$ cat src/rtl/dec_n_to_m_seq_if.sv
// Control/output bundle for the sequenced N-to-2^N one-hot decoder.
// The master drives the controls and the slave (the decoder) drives the outputs.
interface dec_n_to_m_seq_if #(
   parameter int N       = 2,
   parameter int DWELL_W = 8
);
   logic               e;
   logic               mode;
   logic [N-1:0]       sel;
   logic               load;
   logic [DWELL_W-1:0] dwell;
   logic [2**N-1:0]    d;
   logic [N-1:0]       idx;
   logic               wrap;

   modport master (output e, mode, sel, load, dwell, input d, idx, wrap);
   modport slave  (input e, mode, sel, load, dwell, output d, idx, wrap);
endinterface

$ cat src/rtl/dec_n_to_m_seq.sv
// Registered one-hot decoder that either decodes sel directly or scans all
// lines, holding each one for dwell+1 cycles.
module dec_n_to_m_seq #(
   parameter int N       = 2,
   parameter int DWELL_W = 8
) (
   input logic              clk,
   input logic              rst_n,
   dec_n_to_m_seq_if.slave  bus
);
   localparam int M = 2**N;

   localparam logic [1:0] ST_IDLE   = 2'd0;
   localparam logic [1:0] ST_DIRECT = 2'd1;
   localparam logic [1:0] ST_SCAN   = 2'd2;

   logic [1:0]         st;
   logic [M-1:0]       d_q,    d_d;
   logic [N-1:0]       idx_q,  idx_d;
   logic [DWELL_W-1:0] cnt_q,  cnt_d;
   logic               wrap_q, wrap_d;

   // Operating state is purely a function of the sampled inputs.
   always_comb begin
      st = ST_IDLE;
      if (bus.e) st = bus.mode ? ST_SCAN : ST_DIRECT;
   end

   always_comb begin
      idx_d  = idx_q;
      cnt_d  = '0;
      wrap_d = 1'b0;
      d_d    = '0;
      case (st)
         ST_DIRECT: idx_d = bus.sel;
         ST_SCAN: begin
            if (bus.load) begin
               idx_d = bus.sel;
            end else if (cnt_q >= bus.dwell) begin
               // >= so a lowered dwell advances right away instead of overflowing
               idx_d  = idx_q + N'(1);
               wrap_d = &idx_q;
            end else begin
               cnt_d = cnt_q + DWELL_W'(1);
            end
         end
         default: ;
      endcase
      if (st != ST_IDLE) d_d[idx_d] = 1'b1;
   end

   always_ff @(posedge clk or negedge rst_n) begin
      if (!rst_n) begin
         d_q    <= '0;
         idx_q  <= '0;
         cnt_q  <= '0;
         wrap_q <= 1'b0;
      end else begin
         d_q    <= d_d;
         idx_q  <= idx_d;
         cnt_q  <= cnt_d;
         wrap_q <= wrap_d;
      end
   end

   assign bus.d    = d_q;
   assign bus.idx  = idx_q;
   assign bus.wrap = wrap_q;
endmodule

$ cat src/flat_wrapper.sv
// flat-port wrapper written by rule: the top's interface ports become plain ports
module dec_n_to_m_seq_flat 
#(
   parameter int N       = 2,
   parameter int DWELL_W = 8
)
  (clk, rst_n, bus_e, bus_mode, bus_sel, bus_load, bus_dwell, bus_d, bus_idx, bus_wrap);
  dec_n_to_m_seq_if #(.N(N), .DWELL_W(DWELL_W)) bus_i ();
  input logic clk;
  input logic rst_n;
  input wire logic [$bits(bus_i.e)-1:0] bus_e;
  input wire logic [$bits(bus_i.mode)-1:0] bus_mode;
  input wire logic [$bits(bus_i.sel)-1:0] bus_sel;
  input wire logic [$bits(bus_i.load)-1:0] bus_load;
  input wire logic [$bits(bus_i.dwell)-1:0] bus_dwell;
  output wire logic [$bits(bus_i.d)-1:0] bus_d;
  output wire logic [$bits(bus_i.idx)-1:0] bus_idx;
  output wire logic [$bits(bus_i.wrap)-1:0] bus_wrap;
  assign bus_i.e = bus_e;
  assign bus_i.mode = bus_mode;
  assign bus_i.sel = bus_sel;
  assign bus_i.load = bus_load;
  assign bus_i.dwell = bus_dwell;
  assign bus_d = bus_i.d;
  assign bus_idx = bus_i.idx;
  assign bus_wrap = bus_i.wrap;
  dec_n_to_m_seq #(.N(N), .DWELL_W(DWELL_W)) u_core (.clk(clk), .rst_n(rst_n), .bus(bus_i));
endmodule
$ cat config.mk
export PLATFORM = sky130hd
export DESIGN_NAME = dec_n_to_m_seq_flat
export DESIGN_NICKNAME = d
export VERILOG_FILES = /design/src/rtl/dec_n_to_m_seq_if.sv /design/src/rtl/dec_n_to_m_seq.sv /design/src/flat_wrapper.sv
export SDC_FILE = /design/constraint.sdc
export NUM_CORES = 1
export LEC_CHECK = 0
export ABC_AREA = 1
export BUFFER_PORTS_ARGS = -buffer_cell sky130_fd_sc_hd__buf_2
export CORE_UTILIZATION = 56
export DETAILED_ROUTE_END_ITERATION = 7
export HOLD_SLACK_MARGIN = 0.06
export PLACE_DENSITY = 0.84
export SLEW_MARGIN = 20
export SYNTH_ARGS = -nofsm -noshare
export SYNTH_HDL_FRONTEND = slang
export SYNTH_SLANG_ARGS = --single-unit
$ cat constraint.sdc
create_clock -name clk -period 2.8 [get_ports clk]
set_clock_uncertainty 0.2 [all_clocks]
set_input_delay 0.14 -clock clk [delete_from_list [all_inputs] [get_ports clk]]
set_output_delay 0.14 -clock clk [all_outputs]
set_load 0.05 [all_outputs]
-- Yosys cells after proc, flatten, opt, wreduce, memory -nomap -nowiden
Index checks and enable logic that the tools add are counted.
- flip-flop bits (word level): 15
- bits in latches: 0
- memory bits (writable): 0
- bits in read-only memories: 0
- input bits: 15
- output and inout bits: 7
- logic and storage cells: 28
- memories kept: 0
- add/sub/neg operators: 2
- multipliers: 0
- divide/modulo/power cells: 0
- $lt $le $gt $ge: 3
- equal/unequal tests: 2
- shift operators: 0
- mux-type cells: 14
- bitwise gates (word level): 0
- reductions and logical operators: 3
- operators with widths (operator ; count):
    $mux W8 ; 3
    $add A8 B1 Y8 const B ; 1
    $ge A8 B8 Y1 ; 1
    $mux W2 ; 4
    $mux W1 ; 4
    $mux W4 ; 1
    $pmux W2 S2 ; 1
    $lt A2 B3 Y1 const B ; 1
    $add A2 B1 Y2 const B ; 1
    $demux W1 S2 ; 1
    $eq A2 B1 Y1 const B ; 1
    $eq A2 B2 Y1 const B ; 1
    $ge A2 B1 Y1 const B ; 1
    $reduce_and A2 Y1 ; 1
    $reduce_bool A2 Y1 ; 1
    $logic_and A1 B1 Y1 ; 1

-- Logic depth before layout (Yosys ltp)
Gate-level depths: netlist of run 1.
- depth after elaboration: 9
- gate-level depth with buffers: 15
- gate-level depth less buffers: 15

-- Worst setup path after synthesis of run 1
OpenSTA, ideal clock, no wires.
- path kind: register to register
- start point: register u_core.cnt_q[7]
- end point: register u_core.d_q[2], in the netlist u_core.bus.d[2]
- setup time: 0.113 ns
- arrival: 1.444 ns
- required time: 2.487 ns
- setup slack: 1.044 ns
- cell stages (with the launch flop): 11
- path buffers: 0
- period minus slack after synthesis: 1.756 ns
- path through: dfrtp_1 -> ha_1 -> a21o_1 -> nor2_2 -> nand3_2 -> nand2_1 -> nand3_1 -> nand2_1 -> nand2_2 -> nand2_1 -> inv_1
- longest elaborated chain between the ends: 9
- elaborated cells on any way between the ends: 10
- those cells by class: order compare: 3; mux: 6; reduce/logical: 1
- ends and longest elaborated chain (what ; RTL line ; text):
    start: declaration ; dec_n_to_m_seq.sv:20 ; logic [DWELL_W-1:0] cnt_q, cnt_d;
    start signal: assignment ; dec_n_to_m_seq.sv:61 ; cnt_q <= cnt_d;
    $ge A8 B8 Y1 * ; dec_n_to_m_seq.sv:39 ; end else if (cnt_q >= bus.dwell) begin
    $mux W2 * ; dec_n_to_m_seq.sv:39 ;
    $mux W2 * ; dec_n_to_m_seq.sv:37 ; if (bus.load) begin
    $pmux W2 S2 * ; dec_n_to_m_seq.sv:34 ; case (st)
    $lt A2 B3 Y1 (implied by the code) or $ge A2 B1 Y1 (tied branches) ; dec_n_to_m_seq.sv:49 ; if (st != ST_IDLE) d_d[idx_d] = 1'b1;
    $logic_and A1 B1 Y1 (implied by the code) ; dec_n_to_m_seq.sv:49 ;
    $mux W1 (implied by the code) ; dec_n_to_m_seq.sv:49 ;
    $demux W1 S2 * ; -- ;
    $mux W4 * ; dec_n_to_m_seq.sv:49 ;
    net u_core.d_d[2] ; dec_n_to_m_seq.sv:18 ; logic [M-1:0] d_q, d_d;
    end signal: assignment ; dec_n_to_m_seq.sv:54 ; d_q <= '0;
    end signal: assignment ; dec_n_to_m_seq.sv:59 ; d_q <= d_d;
    end: declaration ; dec_n_to_m_seq.sv:18 ;
Mark *: on every way through the listed nets, which the timed path passes. The rest lies on a longest branch.

-- Final worst setup path of run 1
- start point: register u_core.cnt_q[7]
- end point: register u_core.d_q[0], in the netlist u_core.bus.d[0]
The elaborated chain is that of the path after synthesis.

==> results.cfg, run 1 <==
[synthesis]
syn_avg_cell_area_sq_um = 8.12
synth.mux.area_fraction_pct = 0
synth_xor_area_share_pct = 4.61
synthesis.nets = 142
synth_compound_area_share_pct = 3.95
synth.distinct_cells = 18
synth_edf_count = 0
ys_top_cells_by_area = dfrtp_1 (40%), ha_1 (13%), inv_1 (10%)
ys_seq_area_share_pct = 39.5
synthCells = 117
synth_common_cells = inv_1 (26), nand2_1 (21), nor2_1 (16)
yosysMostFrequentCell = inv_1
ys.flop_type = dfrtp_1
async_flop_share_pct = 100
synthesis.area_sq_um = 950
yosys_warnings = 0
synth_fa_ha_area_share_pct = 13.2
synth-seq-cells = 15
yosysTopAreaCell = dfrtp_1
yosys.area_share.simple_pct = 28.5
synth_top_area_share_pct = 39.5
synth_top_family_by_area = simple AND/OR/NAND/NOR gates

[pwr]
leakage_nw = 0.710
vdd_drop_max_mv = 0.293
p_comb_share_pct = 22.2
p_switching_mw = 0.144
clock_power_share_pct = 27.2
swShare_pct = 31.6
p_per_area_mw_per_mm2 = 392
internal_power_mw = 0.312
power_frac_seq_pct = 50.6

[clock_tree]
cts-root-buf = clkbuf_4
h-tree-depth = 1
clkSinkCount = 15
cts_resized = 0
clk_pin_slew_worst_paths_ns = 0.09
cts_tree = built
numCtsBuffers = 3
clockBufferDepth = 2
clkLatencyLatePin_ns = 0.29

[place]
io_buffers = 21
place_area_sq_mm = 0.00107
dp_hpwl_um = 1370
gp_congestion = 0.789

[timing]
max_freq_mhz = 403
finalSetupViolations = 0
slew_headroom_pct = 77.8
finalHoldViolCount = 0
worstMarginPinSlew_ns = 0.333
period_minus_slack_ns = 2.48
slew_violations = 0
grt_setup_unrepaired = no
fin_crit_sh_pct = 88.7
finalSetupTns_ns = 0

[detailed_routing]
initialDrtViolationCount = 17
drt-total-wl_um = 1840
drc = 0
via_count = 815
first_pass_iters = 4
routedWlPerCell_um = 11.2
drt-vias-per-instance = 4.97
antenna_left = 0

[run_status]
status = complete, no violations

[grt]
antenna_found_initial = 0
grt_pass1_vias = 790
grt_overflow = 0
grt_pass1_wl_um = 3230
grt_max_degree = 16
grtUsageTotal_pct = 23.9

[floorplanning]
coreArea_sq_mm = 0.00154
rows = 14
io_pins = 22
start_util_pct = 61.6
dieArea_sq_mm = 0.00186
die_h_um = 43.2
die_w_um = 43.2

[worst_setup_path]
crit_type = register to register
worst_ep_arrival_time_ns = 2.51
slowest_delay_ns = 0.58
critical_path_required_ns = 2.82
crit_path_cell_trace = ha_1 -> a21o_1 -> nor2_2 -> nand3_2 -> nand2_1 -> nand3_1 -> nand2_2 -> nand3_2 -> nor2_1 -> dlygate4sd3_1
critPathMaxFanout = 4
worstSetupStartpointType = register
slowest_stage = dlygate4sd3_1
cp_common_cell = nand3_2
end_kind = register

[final_layout]
multi_input_area_sq_um = 477
antenna_cells = 0
drive_gt1_share_pct = 22.3
seqCellArea_sq_um = 375
n_fill_cell = 117
fin_area_sq_mm = 0.00116
nNetsFinal = 174
area_growth_syn_to_layout_pct = 22.4

[run]
maxCapViolCount = 0

[hold_path]
hold_class = input port to async pin
## metrics by stage
| stage | power [mW] | hold WS [ns] | instances | util, % | setup slack (ns) |
|---|---|---|---|---|---|
| floorplan | 0.297 | -0.356 | 117 | - | 1.04 |
| detailed placement | 0.329 | -0.141 | 154 | 69.7 | 0.898 |
| global route | 0.484 | 0.106 | 164 | 75.4 | 0.155 |
| global placement | 0.325 | -0.144 | 154 | 69.7 | 0.940 |
| finish | 0.455 | 0.0724 | 164 | 75.4 | 0.316 |
| CTS | 0.460 | 0.0819 | 164 | 75.4 | 0.392 |
## worst paths after layout
kind,startpoint,endpoint,slack (ns),cells past startpoint
worst max-delay path,u_core.cnt_q[7],u_core.bus.d[0],0.32,10
worst min-delay path,rst_n,u_core.bus.wrap,0.07,2
worst max register to register,u_core.cnt_q[7],u_core.bus.d[0],0.32,10
worst min register to register,u_core.cnt_q[0],u_core.cnt_q[0],0.31,1
max in group asynchronous,rst_n,u_core.cnt_q[2],2.08,2
min in group clk,bus_mode,u_core.bus.idx[1],0.11,5
## layout by cell type, fill, tap and decap left out
cell type,instances
inv_1,26
nand2_1,21
buf_2,21
nor2_1,16
dfrtp_1,15
ha_1,10
dlygate4sd3_1,6
a21oi_1,5
nand3_1,4
xor2_1,4
nand4_1,3
clkbuf_4,3
nor2_2,2
nand3_2,2
nand2_2,2
nand3b_1,2
a21o_1,1
o21ai_0,1
nand3b_4,1
nor3b_2,1
xnor2_1,1
clkinv_2,1
## cell type report
cell class	count	share of cell area, %
multi-input cells	76	41.0
flip-flops and latches	15	32.3
repair buffers	27	14.2
inverters	26	8.40
clock buffers	3	1.94
well taps	16	1.72
clock inverters	1	0.431
## registers in the layout, summed over array words and instances (netlist names)
signal	count
u_core.bus.wrap	1
u_core.cnt_q	8
u_core.bus.d	4
u_core.bus.idx	2
## cells by family after synthesis
kind of cell	after synthesis
AND/OR/NAND/NOR	54
buffers and inverters	26
flip-flops	15
adder cells (fa/ha/maj)	10
AO/OA/AOI/OAI	7
XOR/XNOR	5
## per-layer routing
metal  track usage (%)  vias up  part of all wire [%]
met3              5.96        5                   3.7
met5                 0        -                     0
met1              28.5      367                    44
met2              40.0       22                    50
li1                  -      421                     -
met4              10.9        0                   2.2
## what timing repair did
action,CTS,global route
hold buffers,6,0
buffers inserted,0,0
setup endpoints to repair,0,0
hold endpoints to repair,22,0
## worst max-delay path, delay by kind of cell (launching register included)
kind / cells / cell delay, ns
AO/OA/AOI/OAI: 1 / 0.19
adder cells (fa/ha/maj): 1 / 0.30
buffers and inverters: 1 / 0.58
flip-flops: 1 / 0.40
AND/OR/NAND/NOR: 7 / 0.75
## power by group through the flow
stage,registers [mW],clock network (mW),logic (mW)
floorplan,0.261,0,0.0364
global placement,0.234,0,0.0910
detailed placement,0.235,0,0.0942
CTS,0.231,0.128,0.101
finish,0.231,0.124,0.101
global route,0.232,0.138,0.113
(Power assumes the default switching activity.)
==> run 2: changes to the inputs <==
--- a/config.mk
+++ b/config.mk
@@ -7,10 +7,10 @@
 export LEC_CHECK = 0
 export ABC_AREA = 1
 export BUFFER_PORTS_ARGS = -buffer_cell sky130_fd_sc_hd__buf_2
-export CORE_UTILIZATION = 56
+export CORE_UTILIZATION = 45
 export DETAILED_ROUTE_END_ITERATION = 7
 export HOLD_SLACK_MARGIN = 0.06
-export PLACE_DENSITY = 0.84
+export PLACE_DENSITY = 0.7
 export SLEW_MARGIN = 20
 export SYNTH_ARGS = -nofsm -noshare
 export SYNTH_HDL_FRONTEND = slang
==> run 2 against run 1 <==
Compared with the run above: via count increased by 0.25%; critical endpoint unchanged; global-route usage decreased by 5.4 points; critical path depth decreased by 1; maximum frequency increased by 2.9%; largest power group unchanged; power about the same; wire length decreased by 2.6%; sequential power about the same; combinational power about the same; first-iteration DRC count decreased by 71%; register-to-register slack improved by 0.07 ns; clock power about the same; cell area increased by 1.2%.
==> results.cfg, run 2 (synthesized netlist as in run 1, its figures left out) <==
[timing]
setup_slack_ns = 0.385
max_freq_mhz = 414
period_minus_slack_ns = 2.41
slew_violations = 0
finalSetupTns_ns = 0
fin_crit_sh_pct = 86.2
finalSetupViolations = 0
finalHoldViolCount = 0
worstMarginPinSlew_ns = 0.344
slew_headroom_pct = 77.1
grt_setup_unrepaired = no

[final_layout]
n_fill_cell = 178
largest_reg_flops = 8
drive_gt1_share_pct = 22.3
layout_commonest_cell = inv_1
fin_area_sq_mm = 0.00118
antenna_cells = 0
nNetsFinal = 174
mostFrequentLayoutCells = inv_1 (26), nand2_1 (21), buf_2 (21), nor2_1 (16), dfrtp_1 (15)
area_growth_syn_to_layout_pct = 23.8
largest-register = u_core.cnt_q

[clock_tree]
cts-root-buf = clkbuf_4
h-tree-depth = 1
cts_tree = built
numCtsBuffers = 3
clk_pin_slew_worst_paths_ns = 0.09
clkLatencyLatePin_ns = 0.28
clkSinkCount = 15
clockBufferDepth = 2
cts_resized = 0

[detailed_routing]
antenna_left = 0
wl_met1_um = 751
initialDrtViolationCount = 5
drt-vias-per-instance = 4.67
wl_met2_um = 933
highest_layer = met4
routedWlPerCell_um = 10.2
first_pass_iters = 4
wl_met3_um = 64
drt-total-wl_um = 1790
drc = 0
via_count = 817

[worst_setup_path]
r2r-end = u_core.bus.d[0]
worst_ep_arrival_time_ns = 2.39
slowest_stage = dlygate4sd3_1
critPathMaxFanout = 4
reg2regPathDepth = 9
worstSetupStartpointType = register
critical_path_required_ns = 2.77
slowest_delay_ns = 0.55
crit_type = register to register
end_kind = register
r2r_start = u_core.cnt_q[7]
rrSetupSlack_ns = 0.39
crit_path_cell_trace = ha_1 -> a21o_1 -> nor2_2 -> nand3_2 -> nand2_1 -> nand3_1 -> a21oi_1 -> nor2_1 -> dlygate4sd3_1

[hold_path]
hold_class = input port to async pin

[place]
dp_hpwl_um = 1390
place_ws_ns = 0.896
place_area_sq_mm = 0.00109
gp_congestion = 0.787
io_buffers = 21

[pwr]
vdd_drop_max_mv = 0.279
p_per_area_mw_per_mm2 = 387
leakage_nw = 0.710

[run]
maxCapViolCount = 0

[run_status]
status = complete, no violations

[grt]
grt_pass1_vias = 774
antenna_found_initial = 0
grtUsageTotal_pct = 18.5
grt_max_degree = 16
grt_pass1_wl_um = 2930
grt_overflow = 0

[floorplanning]
dieArea_sq_mm = 0.00230
coreArea_sq_mm = 0.00198
die_w_um = 47.9
die_h_um = 47.9
rows = 16
start_util_pct = 47.9
io_pins = 22
[run 2: worst max path at each step]
stage                     cells past startpoint              end            start
after floorplan                              10  u_core.bus.d[2]  u_core.cnt_q[7]
after global placement                       10  u_core.bus.d[2]  u_core.cnt_q[7]
after detailed placement                     10  u_core.bus.d[2]  u_core.cnt_q[7]
after CTS                                     9  u_core.bus.d[0]  u_core.cnt_q[7]
after global routing                          9  u_core.bus.d[0]  u_core.cnt_q[7]
final                                         9  u_core.bus.d[0]  u_core.cnt_q[7]
[run 2: cell type report]
class	count	area (sq um)	area share, %
multi-input cells	76	477	40.5
flip-flops and latches	15	375	31.9
repair buffers	27	165	14.0
inverters	26	97.6	8.30
well taps	27	33.8	2.87
clock buffers	3	22.5	1.91
clock inverters	1	5.00	0.426
[run 2: what timing repair did]
action / 4_1_cts / 5_1_grt
endpoints found under the hold margin: 21 / 0
hold buffers: 6 / 0
buffers inserted: 0 / 0
[run 2: critical path: cells and delay by family (launching register included)]
kind	cells	cell delay [ns]
buffers and inverters	1	0.55
AND/OR/NAND/NOR	5	0.53
flip-flops	1	0.41
AO/OA/AOI/OAI	2	0.34
adder cells (fa/ha/maj)	1	0.29
[run 2: report_power, final]
group | total (mW) | switching (mW) | internal [mW]
combinational | 0.0997 | 0.0660 | 0.0338
clock | 0.124 | 0.0709 | 0.0531
sequential | 0.231 | 0.00664 | 0.224
[run 2: routing by layer]
metal	GRT usage [%]	up-vias
li1	-	424
met2	34.3	22
met1	20.3	367
met3	2.26	4
met5	0	-
met4	10.0	0
[run 2: stage by stage]
step | power, mW | utilization [%] | cells | hold slack (ns)
after detailed placement | 0.329 | 54.9 | 165 | -0.131
final | 0.455 | 59.3 | 175 | 0.0775
after floorplan | 0.297 | - | 117 | -0.356
after global placement | 0.326 | 54.9 | 165 | -0.142
after CTS | 0.461 | 59.3 | 175 | 0.0881
after global routing | 0.489 | 59.3 | 175 | 0.119
==> run 3: changes to the inputs <==
--- a/config.mk
+++ b/config.mk
@@ -11,6 +11,7 @@
 export DETAILED_ROUTE_END_ITERATION = 7
 export HOLD_SLACK_MARGIN = 0.06
 export PLACE_DENSITY = 0.7
+export RECOVER_POWER = 50
 export SLEW_MARGIN = 20
 export SYNTH_ARGS = -nofsm -noshare
 export SYNTH_HDL_FRONTEND = slang
==> run 3 against run 2 <==
Compared with the run above: non-clock buffer count did not move; wire length is 0.11% lower; count of clock-buffer cells in the layout stayed put; register-to-register slack is essentially flat; first-iteration DRC count did not move; critical path depth unchanged; sequential power about the same; largest power group unchanged.
==> results.cfg, run 3 (synthesized netlist as in run 1, its figures left out) <==
[grt]
antenna_found_initial = 0
grt_pass1_wl_um = 2930
grt_max_degree = 16
grtUsageTotal_pct = 18.5
grt_overflow = 0
grt_pass1_vias = 774

[worst_setup_path]
cp-endpoint = u_core.bus.d[0]
r2r_start = u_core.cnt_q[7]
worst_ep_arrival_time_ns = 2.39
crit_type = register to register
worstSetupStartpointType = register
r2r-end = u_core.bus.d[0]
critPathMaxFanout = 4
crit_start = u_core.cnt_q[7]
critical_path_required_ns = 2.77
end_kind = register
rrSetupSlack_ns = 0.39
reg2regPathDepth = 9

[run]
maxCapViolCount = 0

[timing]
slew_headroom_pct = 45.3
hold_slack_ns = 0.106
finalSetupTns_ns = 0
max_freq_mhz = 414
period_minus_slack_ns = 2.41
finalHoldViolCount = 0
slew_violations = 0
grt_setup_unrepaired = no
worstMarginPinSlew_ns = 0.821
finalSetupViolations = 0
fin_crit_sh_pct = 86.2

[place]
gp_congestion = 0.787
io_buffers = 21
place_area_sq_mm = 0.00109
dp_hpwl_um = 1390

[detailed_routing]
routedWlPerCell_um = 10.2
drc = 0
via_count = 817
first_pass_iters = 4
antenna_left = 0
initialDrtViolationCount = 5
drt-vias-per-instance = 4.67
drt-total-wl_um = 1790

[clock_tree]
h-tree-depth = 1
numCtsBuffers = 3
clkSinkCount = 15
cts_resized = 0
clk_pin_slew_worst_paths_ns = 0.09
cts-root-buf = clkbuf_4
clkLatencyLatePin_ns = 0.28
clockBufferDepth = 2
cts_tree = built

[final_layout]
utilization_pct = 59.1
area_growth_syn_to_layout_pct = 23.3
antenna_cells = 0
multi_input_area_sq_um = 477
largest-register = u_core.cnt_q
seqCellArea_sq_um = 375
mostFrequentLayoutCells = inv_1 (26), nand2_1 (21), buf_2 (17), nor2_1 (16), dfrtp_1 (15)
drive_gt1_share_pct = 19.6
n_fill_cell = 177
layout_commonest_cell = inv_1
fin_area_sq_mm = 0.00117
nNetsFinal = 174
largest_reg_flops = 8

[pwr]
power_frac_seq_pct = 50.9
clock_power_share_pct = 27.3
swShare_pct = 31.6
internal_power_mw = 0.310
p_comb_share_pct = 21.8
p_switching_mw = 0.144
leakage_nw = 0.695
vdd_drop_max_mv = 0.279
finalPower_mw = 0.454
p_per_area_mw_per_mm2 = 388

[floorplanning]
rows = 16
die_h_um = 47.9
io_pins = 22
coreArea_sq_mm = 0.00198
dieArea_sq_mm = 0.00230
start_util_pct = 47.9
die_w_um = 47.9

[hold_path]
hold_class = input port to register
min_from = bus_mode

[run_status]
status = complete, no violations
run 3: how the worst min path moves through the flow:
stage | to | slack (ns) | depth (start not counted)
after floorplan | u_core.bus.d[0] | -0.36 | 0
after global placement | u_core.cnt_q[7] | -0.14 | 1
after detailed placement | u_core.cnt_q[7] | -0.13 | 1
after CTS | u_core.cnt_q[7] | 0.09 | 2
after global routing | u_core.bus.idx[1] | 0.14 | 5
final | u_core.bus.idx[1] | 0.11 | 5
run 3: power by group through the flow:
stage | clock network, mW | logic [mW] | registers, mW
global placement | 0 | 0.0914 | 0.234
global route | 0.143 | 0.113 | 0.232
detailed placement | 0 | 0.0942 | 0.235
finish | 0.124 | 0.0988 | 0.231
CTS | 0.129 | 0.101 | 0.231
floorplan | 0 | 0.0364 | 0.261
run 3: cell type report:
class / count / area share [%]
clock buffers: 3 / 1.92
clock inverters: 1 / 0.427
inverters: 26 / 8.33
multi-input cells: 76 / 40.7
flip-flops and latches: 15 / 32.1
well taps: 27 / 2.88
repair buffers: 27 / 13.7
run 3: timing repair:
item                       CTS  global route
hold endpoints to repair    21             0
hold buffers                 6             0
buffers inserted             0             0
setup endpoints to repair    0             0
run 3: routing by layer:
metal  share of wire, %  up-vias  GRT usage, %
met5                  0        -             0
met4                2.3        0          10.0
met3                3.6        4          2.26
met2                 52       22          34.3
met1                 42      367          20.3
li1                   -      424             -
run 3: stage by stage:
| stage | instances | setup slack [ns] |
|---|---|---|
| floorplan | 117 | 1.04 |
| finish | 175 | 0.385 |
| detailed placement | 165 | 0.896 |
| global placement | 165 | 0.925 |
| CTS | 175 | 0.383 |
| global route | 175 | 0.192 |
run 3: critical path, cell delays in order, from the launching register on:
cell           delay [ns]
dfrtp_1              0.41
ha_1                 0.29
a21o_1               0.19
nor2_2               0.17
nand3_2              0.13
nand2_1              0.08
nand3_1              0.09
a21oi_1              0.15
nor2_1               0.06
dlygate4sd3_1        0.55
